`src/rtl/hazard_fwd_unit.sv`:
```
// Hazard detection and operand forwarding unit for an in-order pipeline.
// Generates per-source forwarding mux selects and stalls the front end on
// load-use hazards and on hazards against in-flight multi-cycle results.
module hazard_fwd_unit #(
    parameter int NUM_SRC    = 2,
    parameter int REG_ADDR_W = 5,
    parameter int LOAD_LAT   = 1
) (
    input  logic                             clk,
    input  logic                             rstN,
    input  logic [NUM_SRC*REG_ADDR_W-1:0]    ex_rs,
    input  logic [NUM_SRC-1:0]               ex_rs_used,
    input  logic [NUM_SRC*REG_ADDR_W-1:0]    id_rs,
    input  logic [NUM_SRC-1:0]               id_rs_used,
    input  logic [REG_ADDR_W-1:0]            id_rd,
    input  logic                             id_regWrite,
    input  logic [REG_ADDR_W-1:0]            ex_rd,
    input  logic                             ex_regWrite,
    input  logic                             ex_memRead,
    input  logic [REG_ADDR_W-1:0]            mem_rd,
    input  logic                             mem_regWrite,
    input  logic [REG_ADDR_W-1:0]            wb_rd,
    input  logic                             wb_regWrite,
    input  logic                             mc_issue,
    input  logic [REG_ADDR_W-1:0]            mc_rd,
    input  logic                             mc_done,
    input  logic [REG_ADDR_W-1:0]            mc_done_rd,
    input  logic                             flush,
    output logic [2*NUM_SRC-1:0]             fwd_sel,
    output logic                             stall,
    output logic [(2**REG_ADDR_W)-1:0]       sb_busy,
    output logic [15:0]                      stall_cnt
);

    localparam int NUM_REGS = 2**REG_ADDR_W;
    localparam logic [2:0] LAT_RELOAD = 3'(LOAD_LAT - 1);

    typedef enum logic [0:0] {
        IDLE     = 1'b0,
        LD_STALL = 1'b1
    } state_t;

    state_t               r_state;
    state_t               w_stateNext;
    logic [2:0]           r_cnt;
    logic [2:0]           w_cntNext;
    logic [NUM_REGS-1:0]  r_sbBusy;
    logic [15:0]          r_stallCnt;

    logic                 w_luMatch;
    logic                 w_sbRead;
    logic                 w_loadUse;
    logic                 w_sbWaw;
    logic                 w_sbHazard;
    logic                 w_stall;

    // Forwarding select per source: the younger MEM result beats the WB result
    always_comb begin
        fwd_sel = '0;
        for (int i = 0; i < NUM_SRC; i++) begin
            if (ex_rs_used[i] && mem_regWrite && (mem_rd != '0) &&
                (mem_rd == ex_rs[i*REG_ADDR_W +: REG_ADDR_W])) begin
                fwd_sel[2*i +: 2] = 2'b01;
            end else if (ex_rs_used[i] && wb_regWrite && (wb_rd != '0) &&
                         (wb_rd == ex_rs[i*REG_ADDR_W +: REG_ADDR_W])) begin
                fwd_sel[2*i +: 2] = 2'b10;
            end
        end
    end

    // Scan the ID-stage sources against the EX load and the pending-write scoreboard
    always_comb begin
        w_luMatch = 1'b0;
        w_sbRead  = 1'b0;
        for (int i = 0; i < NUM_SRC; i++) begin
            if (id_rs_used[i]) begin
                if (id_rs[i*REG_ADDR_W +: REG_ADDR_W] == ex_rd) begin
                    w_luMatch = 1'b1;
                end
                if (r_sbBusy[id_rs[i*REG_ADDR_W +: REG_ADDR_W]]) begin
                    w_sbRead = 1'b1;
                end
            end
        end
    end

    assign w_loadUse  = ex_memRead && ex_regWrite && (ex_rd != '0) && w_luMatch;
    assign w_sbWaw    = id_regWrite && (id_rd != '0) && r_sbBusy[id_rd];
    assign w_sbHazard = w_sbRead || w_sbWaw;
    assign w_stall    = ((r_state == LD_STALL) || w_loadUse || w_sbHazard) && !flush;

    assign stall     = w_stall;
    assign sb_busy   = r_sbBusy;
    assign stall_cnt = r_stallCnt;

    // Load-use stall sequencer: decide next state and remaining stall cycles
    always_comb begin
        w_stateNext = r_state;
        w_cntNext   = r_cnt;
        if (flush) begin
            w_stateNext = IDLE;
            w_cntNext   = 3'd0;
        end else begin
            case (r_state)
                IDLE: begin
                    if (w_loadUse && (LOAD_LAT > 1)) begin
                        w_stateNext = LD_STALL;
                        w_cntNext   = LAT_RELOAD;
                    end
                end
                LD_STALL: begin
                    if (r_cnt <= 3'd1) begin
                        w_stateNext = IDLE;
                        w_cntNext   = 3'd0;
                    end else begin
                        w_cntNext = r_cnt - 3'd1;
                    end
                end
                default: begin
                    w_stateNext = IDLE;
                    w_cntNext   = 3'd0;
                end
            endcase
        end
    end

    // Sequencer state and counter registers
    always_ff @(posedge clk or negedge rstN) begin
        if (!rstN) begin
            r_state <= IDLE;
            r_cnt   <= 3'd0;
        end else begin
            r_state <= w_stateNext;
            r_cnt   <= w_cntNext;
        end
    end

    // Scoreboard: issue sets a bit, completion clears it, a same-cycle set wins, r0 never busy
    always_ff @(posedge clk or negedge rstN) begin
        if (!rstN) begin
            r_sbBusy <= '0;
        end else begin
            for (int i = 1; i < NUM_REGS; i++) begin
                if (mc_issue && (mc_rd == REG_ADDR_W'(i))) begin
                    r_sbBusy[i] <= 1'b1;
                end else if (mc_done && (mc_done_rd == REG_ADDR_W'(i))) begin
                    r_sbBusy[i] <= 1'b0;
                end
            end
            r_sbBusy[0] <= 1'b0;
        end
    end

    // Saturating count of cycles spent stalled
    always_ff @(posedge clk or negedge rstN) begin
        if (!rstN) begin
            r_stallCnt <= 16'd0;
        end else if (w_stall && (r_stallCnt != 16'hFFFF)) begin
            r_stallCnt <= r_stallCnt + 16'd1;
        end
    end

endmodule

```
`config.mk`:
```
export PLATFORM = sky130hd
export DESIGN_NAME = hazard_fwd_unit
export DESIGN_NICKNAME = d
export VERILOG_FILES = /design/src/rtl/hazard_fwd_unit.sv
export SDC_FILE = /design/constraint.sdc
export NUM_CORES = 1
export LEC_CHECK = 0
export ABC_AREA = 1
export BUFFER_PORTS_ARGS = -buffer_cell sky130_fd_sc_hd__buf_4
export CORE_UTILIZATION = 40
export CTS_CLUSTER_SIZE = 28
export DETAILED_ROUTE_END_ITERATION = 7
export GPL_TIMING_DRIVEN = 0
export SYNTH_ARGS = -nofsm -noshare
export SYNTH_HDL_FRONTEND = slang
export SYNTH_SLANG_ARGS = --single-unit
```
`constraint.sdc`:
```
create_clock -name clk -period 5.7 [get_ports clk]
set_input_delay 1.71 -clock clk [delete_from_list [all_inputs] [get_ports clk]]
set_output_delay 1.71 -clock clk [all_outputs]
set_load 0.01 [all_outputs]
```
==> run_results.csv, run 1 <==
group,metric,value,unit
synthesis,synthMostInstantiatedCell,"nand2_1",
clock_tree,cts_setup_buffers,0,
grt,grt_usage,26.1,%
cells_and_area,area_delta_synth_final,25.2,%
worst_setup_path,rr_endpoint,"stall_cnt[7]$_DFFE_PN0P_",
cells_and_area,fin_area,5340,sq um
grt,antenna_found_initial,0,
sta,hold_violations,0,
worst_setup_path,cp-startpoint,"id_rs[6]",
cells_and_area,antenna_cells,0,
worst_setup_path,r2r_slack,3410,ps
grt,first_global_vias,4622,
hold_path,hold_path.class,"reg2reg",
sta,clock.fmax,0.210,GHz
floorplan,dieArea,11100,sq um
routing,wl_per_cell,15.3,microns
grt,grt_pass1_wl,23100,microns
floorplan,rows,37,
synthesis,synth_common_cells,"nand2_1, inv_1, nand3_1, nor2_1, dfrtp_1",
clock_tree,path_clk_slew,90,ps
floorplan,die_h,105,microns
synthesis,synth.net_count,750,
worst_setup_path,max_stage_delay,200,ps
power_and_ir_drop,ir_worst_vdd,0.140,mV
worst_setup_path,critical_path_required,3990,ps
clock_tree,clock_sinks,51,
sta,fin_crit_sh,83.5,%
sta,clock_skew,4.20,ps
placement,portBuffers,109,
synthesis,netlist_area,4260,sq um
synthesis,synth_top_area_cell,"dfrtp_1",
worst_setup_path,worst-path-stages,12,
sta,rsz0062_at_grt,"no",
cells_and_area,final_nets,866,
clock_tree,cts-root-buf,"clkbuf_8",
floorplan,ios,117,
routing,vias,4953,
power_and_ir_drop,power,0.00124,W
routing,drc,0,
run,maxCapViolations,0,
synthesis,avgSynthCellArea,6.24,sq um
clock_tree,cts_tree,"done",
clock_tree,cts_htree_levels,2,
grt,overflow,0,
grt,grt_max_degree,52,
floorplan,initial_core_util,41.3,%
sta,setup_viol,0,
sta,setup_tns,0,ps
cells_and_area,drive_gt1_share,19.1,%
placement,hpwl,11200,microns
sta,relSlewSlack,55.8,%
routing,firstDrtPassIters,5,
floorplan,core_area,10300,sq um
routing,wl,14400,microns
synthesis,synth_edf_count,0,
worst_setup_path,r2r_start,"stall_cnt[0]$_DFFE_PN0P_",
worst_setup_path,crit_type,"in2out",
clock_tree,clock_path_buffers,2,
worst_setup_path,cp-endpoint,"stall",
worst_setup_path,rr_worst_depth,7,
synthesis,synthCells,683,
sta,drv_slew,0,
synthesis,synth_cell_types,35,
synthesis,synth_top_area_share,29.9,%
worst_setup_path,crit_family,"simple AND/OR/NAND/NOR gates",
clock_tree,cts_hold_buf,0,
clock_tree,cts_buffers,5,
sta,tightest_slew,663,ps
worst_setup_path,worst-path-buf-inv,4,
synthesis,ys_seq_elements,51,
routing,drt-initial-drc-count,309,
routing,detail-route-antenna-nets,0,
worst_setup_path,critPathSlowestCell,"buf_2",
clock_tree,post_cts_resized,0,
worst_setup_path,start_kind,"primary input",
placement,place_congestion,0.912,
worst_setup_path,arrival,3050,ps
synthesis,async_flop_share,100,%
synthesis,ys_warn_count,0,
worst_setup_path,crit_fanout,10,
routing,via_per_inst,5.29,
synthesis,synth_ff_type,"dfrtp_1",
status,status,"finished, final reports clean",
worst_setup_path,path_cells,"buf_2, inv_2, nor2_1, nand2_1, nand3_1, nand3_1, nand3_1, nand3_1, nand2_1, inv_2, a21oi_1, buf_4",
sta,fin_crit,4760,ps
placement,dpl_cell_area,5250,sq um
power_and_ir_drop,powerDensity,233,nW/um^2
synthesis,yosysSeqAreaShare,29.9,%
clock_tree,clock_latency,300,ps
worst_setup_path,endpoint_kind,"output pin",
power_and_ir_drop,power_leakage,2.80,nW
floorplan,fp.dieW,105,microns
synthesis,synthTopCellsByArea,"dfrtp_1, nand2_1, nand3_1",
worst_setup_path,crit_top_cell,"nand3_1",
[flip-flops by register name (all words and copies together) (netlist names)]
name / flops
stall_cnt: 16
r_cnt: 3
sb_busy: 31
r_state: 1
[stage by stage]
step           utilization (%)  worst slack [ps]  std cells  hold WS, ps
6_report                  51.7               939        936          545
5_1_grt                   51.7               840        936          573
4_1_cts                   51.7               953        936          549
3_5_place_dp              50.9               954        928          527
3_3_place_gp              50.9               944        928          491
2_1_floorplan                -              1050        683          522
[metal layers]
| metal | track usage, % | part of all wire (%) | vias up |
|---|---|---|---|
| met1 | 38.4 | 48 | 2261 |
| met3 | 3.53 | 7.5 | 17 |
| met4 | 6.84 | 1.3 | 0 |
| met5 | 0 | 0 | - |
| met2 | 39.9 | 43 | 241 |
| li1 | - | - | 2434 |
[report_power, final]
part | switching [W] | internal, W
registers | 0.000103 | 0.000428
clock network | 0.000122 | 0.0000862
logic | 0.000286 | 0.000218
[worst min path at each step]
stage                                          from                         to  slack (ps)  depth (start not counted)
after global routing        sb_busy[30]$_DFFE_PN0P_    sb_busy[30]$_DFFE_PN0P_         570                          2
after global placement    stall_cnt[15]$_DFFE_PN0P_  stall_cnt[15]$_DFFE_PN0P_         490                          2
after floorplan                r_cnt[2]$_DFFE_PN0P_       r_cnt[2]$_DFFE_PN0P_         520                          2
after detailed placement  stall_cnt[14]$_DFFE_PN0P_  stall_cnt[14]$_DFFE_PN0P_         530                          2
after CTS                 stall_cnt[14]$_DFFE_PN0P_  stall_cnt[14]$_DFFE_PN0P_         550                          2
final                     stall_cnt[15]$_DFFE_PN0P_  stall_cnt[15]$_DFFE_PN0P_         550                          2
[worst reg2reg max path, delay by kind of cell (launching register included)]
kind | cells | cell delay, ps
flops | 1 | 490
buf+inv | 1 | 350
simple gates | 5 | 1070
fa+ha+maj | 1 | 280
[kinds of logic (layout without fill, tap and decap cells)]
family                     Yosys count  count (layout)  share of synthesized area [%]
xor gates and xnor gates            22              22                           4.52
DFF                                 51              51                           29.9
other                                1               1                         0.0880
and+or+nand+nor                    416             416                           42.2
AOI/OAI and AO/OA                   75              75                           10.0
buffers and inverters              115             232                           12.3
adders and majority gates            3               3                          0.881
[layout make-up]
| class | instances | area (sq um) |
|---|---|---|
| Inverter | 93 | 354 |
| Multi-Input combinational cell | 517 | 2460 |
| Clock buffer | 6 | 72.6 |
| Fill cell | 1050 | 4990 |
| Sequential cell | 51 | 1280 |
| Buffer | 22 | 170 |
| Clock inverter | 2 | 12.5 |
| Tap cell | 136 | 170 |
| Timing Repair Buffer | 109 | 818 |
[layout by cell type, fill, tap and decap left out, types with 10 or more instances in the layout]
cell / netlist / routed
o21ai_0: 38 / 38
nand2_1: 225 / 225
nand3_1: 86 / 86
xor2_1: 15 / 15
dfrtp_1: 51 / 51
nand4_1: 19 / 19
nor2_1: 57 / 57
inv_1: 86 / 86
buf_4: 3 / 112
o22ai_1: 10 / 10
nand2_2: 10 / 10
Note: power is estimated with default switching activity, not from simulation.
==> run 2: changes to the inputs <==
PLACE_DENSITY = 0.66   (was not set)
clock period = 4.2 ns   (was 5.7 ns; I/O delays follow)
==> run_results.csv, run 2 (same netlist as run 1, synthesis figures left out) <==
group,metric,value,unit
worst_setup_path,path_cells,"buf_4, inv_1, nand2_1, o21ai_0, or4_1, nor4_1, nor2_1, buf_4",
grt,grt_pass1_wl,22900,microns
grt,grt_max_degree,52,
placement,dpl_cell_area,5250,sq um
clock_tree,cts_tree,"done",
clock_tree,clock_latency,300,ps
floorplan,die_h,105,microns
grt,overflow,0,
worst_setup_path,endpoint_kind,"output pin",
sta,fin_crit_sh,92.5,%
cells_and_area,largest_reg_flops,31,
power_and_ir_drop,clkPwrFrac,16.5,%
floorplan,dieArea,11100,sq um
worst_setup_path,crit_top_cell,"buf_4",
clock_tree,path_clk_slew,90,ps
clock_tree,post_cts_resized,0,
power_and_ir_drop,powerDensity,314,nW/um^2
sta,drv_slew,0,
sta,setup_tns,0,ps
hold_path,min_from,"stall_cnt[15]$_DFFE_PN0P_",
floorplan,fp.dieW,105,microns
sta,tightest_slew,638,ps
cells_and_area,fin_area,5340,sq um
cells_and_area,final_common_cell,"nand2_1",
routing,drt-initial-drc-count,303,
worst_setup_path,worst-path-buf-inv,3,
cells_and_area,final_nets,866,
clock_tree,cts_htree_levels,2,
worst_setup_path,rr_worst_depth,7,
floorplan,initial_core_util,41.3,%
sta,hold_violations,0,
worst_setup_path,crit_fanout,3,
routing,vias,4946,
status,status,"finished, final reports clean",
clock_tree,cts-root-buf,"clkbuf_8",
cells_and_area,mostFrequentLayoutCells,"nand2_1, buf_4, inv_1, nand3_1, nor2_1",
clock_tree,cts_setup_buffers,0,
routing,wl_per_cell,14.7,microns
floorplan,ios,117,
hold_path,hold-path-endpoint,"stall_cnt[15]$_DFFE_PN0P_",
clock_tree,cts_hold_buf,0,
cells_and_area,drive_gt1_share,19.1,%
clock_tree,clock_path_buffers,2,
worst_setup_path,rr_endpoint,"stall_cnt[11]$_DFFE_PN0P_",
worst_setup_path,start_kind,"primary input",
sta,clock.fmax,0.257,GHz
worst_setup_path,max_stage_delay,530,ps
grt,first_global_vias,4727,
grt,antenna_found_initial,0,
sta,relSlewSlack,57.4,%
clock_tree,clock_sinks,51,
hold_path,whs_path_depth,2,
placement,hpwl,10900,microns
power_and_ir_drop,pwr-share-comb,40.7,%
placement,portBuffers,109,
power_and_ir_drop,power_leakage,2.80,nW
hold_path,hold_path.class,"reg2reg",
floorplan,core_area,10300,sq um
sta,clock_skew,6.23,ps
sta,rsz0062_at_grt,"no",
routing,wl,13800,microns
cells_and_area,area_delta_synth_final,25.2,%
power_and_ir_drop,seq_power_share,42.8,%
power_and_ir_drop,power_switching_share,40.7,%
worst_setup_path,r2r_slack,1950,ps
placement,place_congestion,0.925,
worst_setup_path,arrival,2620,ps
placement,preCtsSetupSlack,327,ps
worst_setup_path,r2r_start,"stall_cnt[0]$_DFFE_PN0P_",
grt,grt_usage,25.2,%
power_and_ir_drop,p_sw,0.000682,W
cells_and_area,antenna_cells,0,
sta,fin_ws,316,ps
power_and_ir_drop,p_int,0.000993,W
power_and_ir_drop,ir_worst_vdd,0.174,mV
worst_setup_path,critPathSlowestCell,"or4_1",
routing,firstDrtPassIters,5,
routing,detail-route-antenna-nets,0,
worst_setup_path,critical_path_required,2940,ps
sta,fin_crit,3880,ps
run,maxCapViolations,0,
worst_setup_path,crit_type,"in2out",
cells_and_area,stdcell_count,936,
placement,dp.cells,928,
sta,setup_viol,0,
clock_tree,cts_buffers,5,
worst_setup_path,crit_family,"simple AND/OR/NAND/NOR gates",
routing,via_per_inst,5.28,
routing,drc,0,
floorplan,rows,37,
## run 2: cell type report
type | instances | area (sq um)
fillers | 1071 | 4990
multi-input cells | 517 | 2460
flip-flops and latches | 51 | 1280
repair buffers | 109 | 818
inverters | 93 | 354
plain buffers | 22 | 170
well taps | 136 | 170
clock buffers | 6 | 72.6
clock inverters | 2 | 12.5
## run 2: per-layer routing
metal  up-vias  GRT usage (%)  part of all wire [%]
li1       2431              -                     -
met3        15           2.84                   6.8
met5         -              0                     0
met4         0           6.44                   1.3
met2       221           39.7                    45
met1      2279           36.8                    47
## run 2: how the worst max path moves through the flow
| stage | startpoint | to | cells past startpoint |
|---|---|---|---|
| final | ex_rs[9] | fwd_sel[3] | 8 |
| after global routing | ex_rs[9] | fwd_sel[3] | 8 |
| after CTS | ex_rs[9] | fwd_sel[3] | 8 |
| after detailed placement | ex_rs[9] | fwd_sel[3] | 8 |
| after global placement | mem_rd[1] | fwd_sel[3] | 7 |
| after floorplan | ex_rs[9] | fwd_sel[3] | 6 |
## run 2: power groups by stage
| stage | registers [W] | logic (W) | clock network, W |
|---|---|---|---|
| 2_1_floorplan | 0.000715 | 0.000335 | 0 |
| 3_3_place_gp | 0.000721 | 0.000668 | 0 |
| 3_5_place_dp | 0.000723 | 0.000677 | 0 |
| 4_1_cts | 0.000713 | 0.000680 | 0.000290 |
| 5_1_grt | 0.000727 | 0.000762 | 0.000309 |
| 6_report | 0.000717 | 0.000682 | 0.000276 |
## run 2: per-stage QoR
stage	utilization, %	hold WS, ps	power [W]
6_report	51.7	533	0.00168
5_1_grt	51.7	580	0.00180
4_1_cts	51.7	540	0.00168
3_5_place_dp	50.9	512	0.00140
3_3_place_gp	50.9	513	0.00139
2_1_floorplan	-	522	0.00105
## run 2: worst min-delay path: stages (launching register included)
cell     delay [ps]
dfrtp_1         400
nand2_2          60
nand2_1          50
